File: src/rtl/pad_feed_ctrl_pkg.sv
// Shared definitions for the padder feed controller: FSM state encoding and
// frame-geometry helpers.
package pad_feed_ctrl_pkg;

    typedef enum logic [2:0] {
        ST_IDLE  = 3'd0,
        ST_ARM   = 3'd1,
        ST_FEED  = 3'd2,
        ST_DRAIN = 3'd3,
        ST_FIN   = 3'd4
    } state_t;

    // Edge length of the frame as it leaves the padder.
    function automatic int padded(input int size, input int padding);
        return size + 2 * padding;
    endfunction

    function automatic int pixels(input int size);
        return size * size;
    endfunction

endpackage

File: src/rtl/pad_feed_ctrl_issue_timer.sv
// Interval counter that paces pixel issue: a slot opens when the count is
// zero and the downstream is not stalling.
module issue_timer #(
    parameter int INTERVAL = 12
) (
    input  logic clk,
    input  logic rst_n,
    input  logic clr,
    input  logic en,
    input  logic load,
    input  logic hold,
    output logic slot
);

    localparam int TW = (INTERVAL > 0) ? $clog2(INTERVAL + 1) : 1;

    logic [TW-1:0] r_cnt;

    always_ff @(posedge clk) begin
        if (!rst_n || clr) begin
            r_cnt <= '0;
        end else if (load) begin
            r_cnt <= TW'(INTERVAL);
        end else if (en && !hold && (r_cnt != '0)) begin
            r_cnt <= r_cnt - TW'(1);
        end
    end

    assign slot = en && !hold && (r_cnt == '0);

endmodule

File: src/rtl/pad_feed_ctrl.sv
// Streams one feature-map frame from the feature buffer into the padder,
// one pixel every CLK_INTERVAL+1 cycles, then waits for the padder to finish.
module pad_feed_ctrl
    import pad_feed_ctrl_pkg::*;
#(
    parameter int N            = 8,
    parameter int CHANNEL      = 3,
    parameter int SIZE         = 32,
    parameter int PADDING      = 1,
    parameter int CLK_INTERVAL = 12,
    parameter int ADDR_W       = 16
) (
    input  logic                   clk,
    input  logic                   rst_n,
    input  logic                   start,
    input  logic [ADDR_W-1:0]      base_addr,
    input  logic                   hold,
    output logic                   mem_rd_en,
    output logic [ADDR_W-1:0]      mem_addr,
    input  logic [CHANNEL*N-1:0]   mem_rdata,
    output logic                   pad_ce,
    output logic                   pad_vld,
    output logic [CHANNEL*N-1:0]   pad_din,
    input  logic                   pad_end,
    output logic                   busy,
    output logic                   done,
    output state_t                 dbg_state
);

    localparam int PIXELS = pixels(SIZE);
    localparam int PADDED = padded(SIZE, PADDING);
    localparam int PIX_W  = $clog2(PIXELS + 1);
    localparam int DW     = CHANNEL * N;

    // A negative border would make the padder shrink the frame; such a
    // configuration elaborates nothing extra but stays visible here.
    if (PADDED < SIZE) begin : g_negative_padding
    end

    state_t            r_state;
    logic [ADDR_W-1:0] r_base;
    logic [ADDR_W-1:0] r_mem_addr;
    logic [PIX_W-1:0]  r_pix_idx;
    logic              r_mem_rd_en;
    logic              r_pad_ce;
    logic              r_pad_vld;
    logic [DW-1:0]     r_pad_din;
    logic              r_busy;
    logic              r_done;
    logic              r_seen_low;

    logic w_in_feed;
    logic w_slot;
    logic w_issue;
    logic w_last_out;

    assign w_in_feed = (r_state == ST_FEED);

    issue_timer #(
        .INTERVAL (CLK_INTERVAL)
    ) u_issue_timer (
        .clk   (clk),
        .rst_n (rst_n),
        .clr   (!w_in_feed),
        .en    (w_in_feed),
        .load  (w_issue),
        .hold  (hold),
        .slot  (w_slot)
    );

    assign w_issue = w_slot && (r_pix_idx < PIX_W'(PIXELS));

    // The final pad_vld is the one seen once every pixel is issued and no
    // read is still in flight.
    assign w_last_out = (r_pix_idx == PIX_W'(PIXELS)) && r_pad_vld && !r_mem_rd_en;

    always_ff @(posedge clk) begin
        if (!rst_n) begin
            r_state     <= ST_IDLE;
            r_base      <= '0;
            r_mem_addr  <= '0;
            r_pix_idx   <= '0;
            r_mem_rd_en <= 1'b0;
            r_pad_ce    <= 1'b0;
            r_pad_vld   <= 1'b0;
            r_pad_din   <= '0;
            r_busy      <= 1'b0;
            r_done      <= 1'b0;
            r_seen_low  <= 1'b0;
        end else begin
            r_mem_rd_en <= 1'b0;
            r_done      <= 1'b0;
            r_pad_vld   <= r_mem_rd_en;
            if (r_pad_vld) begin
                r_pad_din <= mem_rdata;
            end

            case (r_state)
                ST_IDLE: begin
                    if (start) begin
                        r_base     <= base_addr;
                        r_pix_idx  <= '0;
                        r_seen_low <= 1'b0;
                        r_busy     <= 1'b1;
                        r_pad_ce   <= 1'b1;
                        r_state    <= ST_ARM;
                    end
                end
                ST_ARM: begin
                    r_state <= ST_FEED;
                end
                ST_FEED: begin
                    if (w_issue) begin
                        r_mem_rd_en <= 1'b1;
                        r_mem_addr  <= r_base + ADDR_W'(r_pix_idx);
                        r_pix_idx   <= r_pix_idx + PIX_W'(1);
                    end
                    if (w_last_out) begin
                        r_state <= ST_DRAIN;
                    end
                end
                ST_DRAIN: begin
                    // Completion is the padder's pad_end rising, not its level.
                    if (!pad_end) begin
                        r_seen_low <= 1'b1;
                    end else if (r_seen_low) begin
                        r_done   <= 1'b1;
                        r_busy   <= 1'b0;
                        r_pad_ce <= 1'b0;
                        r_state  <= ST_FIN;
                    end
                end
                ST_FIN: begin
                    r_state <= ST_IDLE;
                end
                default: begin
                    r_state <= ST_IDLE;
                end
            endcase
        end
    end

    assign mem_rd_en = r_mem_rd_en;
    assign mem_addr  = r_mem_addr;
    assign pad_ce    = r_pad_ce;
    assign pad_vld   = r_pad_vld;
    // Read data arrives the cycle after the strobe; present it with pad_vld
    // and keep the last pixel on the bus otherwise.
    assign pad_din   = r_pad_vld ? mem_rdata : r_pad_din;
    assign busy      = r_busy;
    assign done      = r_done;
    assign dbg_state = r_state;

endmodule
File: config.mk
export PLATFORM = sky130hd
export DESIGN_NAME = pad_feed_ctrl
export DESIGN_NICKNAME = d
export VERILOG_FILES = /design/src/rtl/pad_feed_ctrl_pkg.sv /design/src/rtl/pad_feed_ctrl_issue_timer.sv /design/src/rtl/pad_feed_ctrl.sv
export SDC_FILE = /design/constraint.sdc
export NUM_CORES = 1
export LEC_CHECK = 0
export CORE_UTILIZATION = 52
export DETAILED_ROUTE_END_ITERATION = 6
export MAX_ROUTING_LAYER = met4
export PLACE_DENSITY_LB_ADDON = 0.12
export SYNTH_ARGS = -nofsm -noshare
export SYNTH_HDL_FRONTEND = slang
export SYNTH_SLANG_ARGS = --single-unit
export TNS_END_PERCENT = 100
File: constraint.sdc
create_clock -name clk -period 5.3 [get_ports clk]
set_input_delay 1.06 -clock clk [delete_from_list [all_inputs] [get_ports clk]]
set_output_delay 1.06 -clock clk [all_outputs]
set_load 0.02 [all_outputs]
==> out/qor.yml, run 1 <==
grt_pass1_wl_microns: 14500
maxSlewHeadroom_pct: 28.7
antenna_found_initial: 0
dp_hpwl_microns: 6140
die_area_sq_um: 7700
holdPathStages: 2
yosysTopAreaCell: "dfxtp_1"
max_clock_freq_ghz: 0.292
routabilityCongestion: 0.860
ys_seq_area_share_pct: 41.4
post_drt_wl_per_cell_microns: 14.3
root_buffer: "clkbuf_8"
worst_path_max_delay_cell: "dfxtp_1"
min_path_type: "flop to flop"
peakVddDrop_uv: 147
max_slew.worst_pin.slew_ns: 1.07
skew_ns: 0.00774
clock-sinks: 79
ys_warn_count: 0
worstSetupPathType: "flop to primary output"
ff2ff_path_depth: 6
tns_ns: 0
diodes: 0
netlist_top_cells_count: "dfxtp_1 (79), nand2_1 (60), and2_1 (27), nor2_1 (27), mux2_2 (24)"
max_stage_delay_ns: 1.03
start_kind: "flop"
final_antenna_net_count: 0
synth-seq-cells: 79
layout.cells.non_filler: 614
powerDensity_nw_per_um2: 238
min_from: "mem_addr[5]"
synth_nets: 489
firstDrtPassIters: 4
layout.filler_cells: 545
synth_cell_types: 58
maxCapViolations: 0
place_area_sq_um: 4800
slew_violations: 0
cts.repair.resized: 0
cts_tree: "done"
via_per_inst: 5.52
synth_most_common_cell: "dfxtp_1"
grt_usage_pct: 24.8
synthArstFlopShare_pct: 0
crit_buf_inv: 1
crit_chain: "mux2_2 > clkdlybuf4s50_1"
r2r-start: "u_issue_timer.r_cnt[0]"
hold_violations: 0
grt_pass1_vias: 3235
cts_max_level: 3
initial_utilization_pct: 55.1
worstHoldEndpoint: "mem_addr[5]"
reg2reg_slack_ns: 2.60
grt_start_max_net_pins: 40
synth_edf_count: 0
finalPower_uw: 1190
postSynthAreaPerCell_sq_um: 8.93
reg2reg_to: "mem_addr[10]"
rows: 30
required_ns: 4.24
cts_made_buffers: 9
area_growth_pct: 30.7
cts_setup_buffers: 0
min_period_ns: 3.43
wirelength_microns: 8770
fin_util_pct: 71.9
grt_overflow: 0
outcome: "completed"
clock_path_buffers: 2
setup_violations: 0
initialDrtViolationCount: 152
rsz0062_at_grt: "no"
drc_errors: 0
finalNetCount: 574
yosys.area.top_type_share_pct: 41.4
timing.final.crit_share_pct: 64.7
synth_area_leaders: "dfxtp_1 (41%), mux2_2 (7.1%), nand2_1 (5.9%)"
die-height_microns: 87.8
path_max_fanout: 26
seq_area_sq_um: 1580
cts_hold_buf: 0
ios: 93
syn_area_sq_um: 3820
fp.dieW_microns: 87.8
stdcell_area_sq_um: 5000
portBuffers: 92
leakage_uw: 0.00198
multiInputGateArea_sq_um: 2130
core_region_area_sq_um: 6940
dp.cells: 598
vias: 3392
clock_latency_ns: 0.35
final_layout_size_suffix_gt1_share_pct: 9.65
crit_cells: 2
syn_inst: 428
worst_setup_path_end_kind: "primary output"
arrival_ns: 2.37
ys.flop_type: "dfxtp_1"
clk_pin_slew_ns: 0.08
crit_family: "flip-flops"
layer usage:
metal,vias to the layer above,global-route usage [%],share of wire [%]
met4,0,11.3,1.1
met3,10,4.05,5.6
li1,1684,-,-
met5,-,-,0
met1,1603,27.8,42
met2,95,43.0,51
cell type report:
class / count / share of cell area (%)
clock buffer: 12 / 3.31
clock inverter: 4 / 0.576
inverter: 9 / 0.676
multi-input combinational: 319 / 42.6
sequential: 79 / 31.7
tap: 96 / 2.40
timing repair buffer: 95 / 18.8
report_power, final:
group | internal, uW | switching [uW] | total, uW
Sequential | 609 | 14.3 | 623
Combinational | 69.0 | 65.9 | 135
Clock | 209 | 220 | 429
stage by stage:
step / setup WS, ns / hold WS, ns
after global placement: 1.77 / 0.449
after detailed placement: 1.71 / 0.453
after floorplan: 2.59 / 0.448
after global routing: 1.73 / 0.488
final: 1.87 / 0.465
after CTS: 1.83 / 0.470
worst register-to-register path, delay by kind of cell (launching register included):
family,cells,cell delay (ns)
AOI/OAI and AO/OA,1,0.08
adders and majority gates,1,0.21
buffers and inverters,1,0.09
DFF,1,0.34
and+or+nand+nor,3,1.91
worst max path at each step:
stage,start,end,slack [ns]
floorplan,hold,mem_addr[10],2.59
global placement,hold,mem_addr[10],1.77
detailed placement,hold,mem_addr[10],1.71
CTS,pad_vld,pad_din[15],1.83
global route,pad_vld,pad_din[15],1.73
finish,pad_vld,pad_din[23],1.87
state kept, by name, summed over array words and instances, names as in the netlist:
signal and cells:
busy 1, dbg_state 3, done 1, mem_addr 16, mem_rd_en 1, pad_vld 1, r_base 16, r_pad_din 24
r_pix_idx 11, r_seen_low 1, u_issue_timer.r_cnt 4
layout by cell type (no fill, tap or decap), types with 2 or more instances in the layout:
cell             instances
inv_1                    9
xnor2_1                  6
o2111ai_1                2
o211ai_1                 5
nor2_1                  27
ha_1                    15
nand2_1                 60
nor3_1                   2
nand3_1                 17
xor2_1                   7
a31oi_1                  2
nor3b_1                  2
o21a_1                   4
clkdlybuf4s50_1         91
nor2b_1                  2
nand4_1                  6
a21o_1                   5
a21boi_0                23
buf_4                    3
nor3_2                   2
a311oi_1                 2
a21oi_1                 16
clkinvlp_4               2
or3_1                    4
clkbuf_8                12
o21ai_0                 13
mux2_2                  24
a211o_1                  2
a2111o_1                 2
and2_1                  27
a211oi_1                 4
and2_0                   2
o21bai_1                 2
and3_1                  10
dfxtp_1                 79
cells by family (layout without fill, tap and decap cells):
family          count (synthesis)  count (layout)  share of synthesized area (%)
fa+ha+maj                      16              16                           5.43
mux                            25              25                           7.33
simple gates                  172             172                           22.6
buf+inv                        30             120                           3.24
xor+xnor                       13              13                           2.98
flops                          79              79                           41.4
compound gates                 93              93                           17.1
Power figures use the tool's default switching activity.
==> run 2, diff against run 1 <==
Settings changed: CORE_UTILIZATION 52 to 45.
Clock period 5.3 ns to 3 ns, I/O delays scaled along.
==> run 2 against run 1 <==
Compared with the run above: sequential cell count is the same; global-route usage shrank 3.5 points; final cell count grew 2.0%; sequential power grew 77%; first-iteration DRC count shrank 24%; sequential share of layout area shrank 0.36 points; final area grew 1.2%; die area grew 15%; count of clock-buffer cells in the layout is the same; worst hold slack gained 0.0015 ns; critical path depth grew 1; critical endpoint is now pad_din[13]; largest power group unchanged.
==> out/qor.yml, run 2 (same netlist as run 1, synthesis figures left out) <==
met3_usage_pct: 3.80
worst_setup_path_end_kind: "primary output"
maxCapViolations: 0
place_area_sq_um: 4860
grt_pass1_wl_microns: 14200
outcome: "completed"
required_ns: 2.40
skew_ns: 0.00628
slew_violations: 0
cts.repair.resized: 0
die-height_microns: 94.2
post_drt_wl_per_cell_microns: 14.0
clock_path_buffers: 2
max_stage_delay_ns: 0.55
grt_util_met1_pct: 25.3
diodes: 0
cts_made_buffers: 9
layout_common_cells: "clkdlybuf4s50_1 (91), dfxtp_1 (79), nand2_1 (60)"
final_common_cell: "clkdlybuf4s50_1"
cts_max_level: 3
holdWs_ns: 0.466
start_kind: "flop"
grt_pass1_vias: 3105
p_int_uw: 1630
core_region_area_sq_um: 8220
area_growth_pct: 32.2
crit_buf_inv: 2
root_buffer: "clkbuf_8"
grt_start_max_net_pins: 36
hold_violations: 0
final_layout_size_suffix_gt1_share_pct: 9.98
grt_usage_pct: 21.3
leakage_uw: 0.00200
min_period_ns: 2.55
setup_violations: 0
comb_power_share_pct: 11.6
rows: 33
stdcell_area_sq_um: 5050
clock_latency_ns: 0.34
gr-max-usage-layer: "met2"
routabilityCongestion: 0.786
cts_setup_buffers: 0
powerDensity_nw_per_um2: 423
portBuffers: 92
met2_usage_pct: 34.7
drc_errors: 0
initial_utilization_pct: 46.5
clk_pin_slew_ns: 0.08
grt_overflow: 0
vias: 3329
min_path_type: "flop to flop"
firstDrtPassIters: 4
antenna_found_initial: 0
p_sw_uw: 512
finalPower_uw: 2140
wirelength_microns: 8740
via_per_inst: 5.32
arrival_ns: 1.95
finalNetCount: 578
cts_hold_buf: 0
cts_tree: "done"
crit_chain: "buf_4 > mux2_2 > clkdlybuf4s50_1"
pwr-share-clk_pct: 37.0
timing.final.crit_share_pct: 84.9
max_flop_register: "r_pad_din"
largest_reg_flops: 24
worst_path_max_delay_cell: "clkdlybuf4s50_1"
worstSetupPathType: "flop to primary output"
p_seq_share_pct: 51.4
max_slew.worst_pin.slew_ns: 0.672
clock-sinks: 79
max_clock_freq_ghz: 0.393
maxSlewHeadroom_pct: 54.7
tns_ns: 0
ios: 93
initialDrtViolationCount: 115
final_antenna_net_count: 0
fp.dieW_microns: 94.2
switching_share_pct: 23.9
crit_family: "buffers and inverters"
rsz0062_at_grt: "no"
die_area_sq_um: 8870
dp_hpwl_microns: 6270
peakVddDrop_uv: 261
path_max_fanout: 25
[run 2: changes by cell type in the layout (fill, tap and decap cells not counted)]
cell / before / now
clkbuf_1: 0 / 1
buf_12: 0 / 1
clkinv_4: 1 / 0
bufinv_16: 0 / 1
clkinvlp_4: 2 / 1
clkbuf_8: 12 / 11
buf_4: 3 / 6
[run 2: layout make-up]
class / count / area, sq um
fillers: 733 / 3160
multi-input cells: 319 / 2130
flip-flops and latches: 79 / 1580
repair buffers: 99 / 981
clock buffers: 12 / 155
well taps: 105 / 131
clock inverters: 3 / 42.5
inverters: 9 / 33.8
[run 2: worst register-to-register path, stage by stage (launching register included)]
cell      delay [ns]
dfxtp_1         0.46
ha_1            0.29
a211oi_1        0.38
o21ai_0         0.36
and3_1          0.30
or4_1           0.47
nand3_1         0.09
[run 2: per-stage QoR]
step / worst slack [ns] / instances / util, %
after floorplan: 0.751 / 428 / -
after global placement: 0.223 / 611 / 59.1
final: 0.453 / 626 / 61.5
after global routing: 0.354 / 626 / 61.5
after CTS: 0.431 / 626 / 61.5
after detailed placement: 0.166 / 611 / 59.1
[run 2: power by group through the flow]
stage | logic [uW] | clock network [uW] | registers (uW)
floorplan | 120 | 0 | 1130
global placement | 244 | 0 | 1120
detailed placement | 249 | 0 | 1120
CTS | 250 | 821 | 1100
global route | 272 | 879 | 1100
finish | 248 | 792 | 1100
[run 2: path summary, 6_finish.rpt]
check | from | end | slack (ns) | cells after the start
worst min-delay path | mem_addr[5] | mem_addr[5] | 0.47 | 2
worst max register to register | r_pix_idx[1] | mem_addr[11] | 0.60 | 6
worst min register to register | mem_addr[5] | mem_addr[5] | 0.47 | 2
worst max-delay path | pad_vld | pad_din[13] | 0.45 | 3
[run 2: metal layers]
metal / wire length (microns) / up-vias
li1: - / 1694
met3: 388 / 22
met2: 4110 / 86
met4: 225 / 0
met5: 0 / -
met1: 4020 / 1527
==> run 3, diff against run 2 <==
Clock period 3 ns to 2.3 ns, I/O delays scaled along.
==> run 3 against run 2 <==
Compared with the run above: via count grew 3.9%; worst hold slack got worse by 0.0028 ns; clock skew increased by 0.0025 ns; critical path depth increased by 3.
==> out/qor.yml, run 3 (same netlist as run 1, synthesis figures left out) <==
crit_chain: "clkdlybuf4s50_1 > or4b_4 > or3_1 > buf_4 > or4_4 > o211ai_2"
cts_made_buffers: 9
antenna_found_initial: 0
routabilityCongestion: 0.871
root_buffer: "clkbuf_8"
cts_max_level: 3
worst_setup_path_end_kind: "flop"
skew_ns: 0.00877
ios: 93
max_clock_freq_ghz: 0.451
arrival_ns: 2.51
hold_violations: 0
core_region_area_sq_um: 8220
final_common_cell: "dfxtp_1"
rows: 33
crit_family: "simple AND/OR/NAND/NOR gates"
clk_pin_slew_ns: 0.09
layout.filler_cells: 722
area_growth_pct: 36.6
grt_start_max_net_pins: 34
max_slew.worst_pin.slew_ns: 0.508
slew_violations: 0
maxSlewHeadroom_pct: 66.0
crit_buf_inv: 2
portBuffers: 92
ff2ff_path_depth: 7
grt_pass1_vias: 3299
min_path_type: "flop to flop"
powerDensity_nw_per_um2: 545
required_ns: 2.59
die-height_microns: 94.2
final_antenna_net_count: 0
fin_ws_ns: 0.0809
setup_violations: 0
die_area_sq_um: 8870
path_max_fanout: 11
layout_common_cells: "dfxtp_1 (79), clkdlybuf4s50_1 (67), nand2_1 (60)"
maxCapViolations: 0
worstSetupPathType: "input port to flop"
holdWs_ns: 0.463
largest_reg_flops: 24
timing.final.crit_share_pct: 96.5
firstDrtPassIters: 4
max_flop_register: "r_pad_din"
grt_pass1_wl_microns: 15100
worst_path_max_delay_cell: "or4_4"
fp.dieW_microns: 94.2
grt_overflow: 0
finalNetCount: 602
clock_path_buffers: 2
start_kind: "input port"
drc_errors: 0
post_drt_wl_per_cell_microns: 14.3
vias: 3459
holdPathStages: 2
dp_slack_ns: -0.296
peakVddDrop_uv: 287
initial_utilization_pct: 46.5
via_per_inst: 5.31
crit_cells: 6
dp_hpwl_microns: 6880
initialDrtViolationCount: 125
max_stage_delay_ns: 0.54
diodes: 0
clock_latency_ns: 0.35
wirelength_microns: 9280
min_period_ns: 2.22
outcome: "completed"
final_layout_size_suffix_gt1_share_pct: 14.7
cts_tree: "done"
leakage_uw: 0.00224
grt_usage_pct: 22.1
clock-sinks: 79
-- run 3: per-stage QoR --
step	util (%)	total power (uW)	setup TNS, ns	area [sq um]	cells
6_report	63.5	2850	0	5220	651
5_1_grt	63.5	2970	-0.000501	5220	651
4_1_cts	63.5	2880	0	5210	651
3_5_place_dp	61.3	1810	-3.79	5040	635
3_3_place_gp	61.3	1800	-3.24	5040	635
2_1_floorplan	-	1630	0	3820	428
-- run 3: area by class of cell --
cell class              count  area (sq um)  share of cell area (%)
clock buffers              11           151                    2.90
clock inverters             5          56.3                    1.08
inverters                   9          33.8                   0.647
multi-input cells         319          2140                    40.9
flip-flops and latches     79          1580                    30.3
well taps                 105           131                    2.52
repair buffers            123          1130                    21.7
-- run 3: layer usage --
layer  vias up  GRT usage (%)  wire length (microns)
met5         -              -                      0
met4         0           7.69                    153
met3        15           4.37                    447
met2       103           38.6                   4510
met1      1606           25.1                   4170
li1       1735              -                      -
-- run 3: worst paths after layout --
kind                                        startpoint      endpoint  slack [ns]
worst min-delay path                       mem_addr[5]   mem_addr[5]        0.46
worst min register to register             mem_addr[5]   mem_addr[5]        0.46
worst max-delay path                              hold  mem_addr[10]        0.08
worst max register to register  u_issue_timer.r_cnt[1]  mem_addr[10]        0.08
-- run 3: worst min-delay path: stages, from the launching register on --
cell and delay, ns:
dfxtp_1 0.32, nand2_1 0.05, a21boi_1 0.05
-- run 3: power by group --
part	switching, uW	internal [uW]	total (uW)
logic	166	175	342
clock network	518	559	1080
registers	25.8	1400	1430
total	710	2140	2850
-- run 3: timing repair --
action / CTS / global route
gates resized for setup: 24 / 3
buffers inserted: 0 / 0
setup endpoints to repair: 24 / 3
hold buffers: 0 / 0
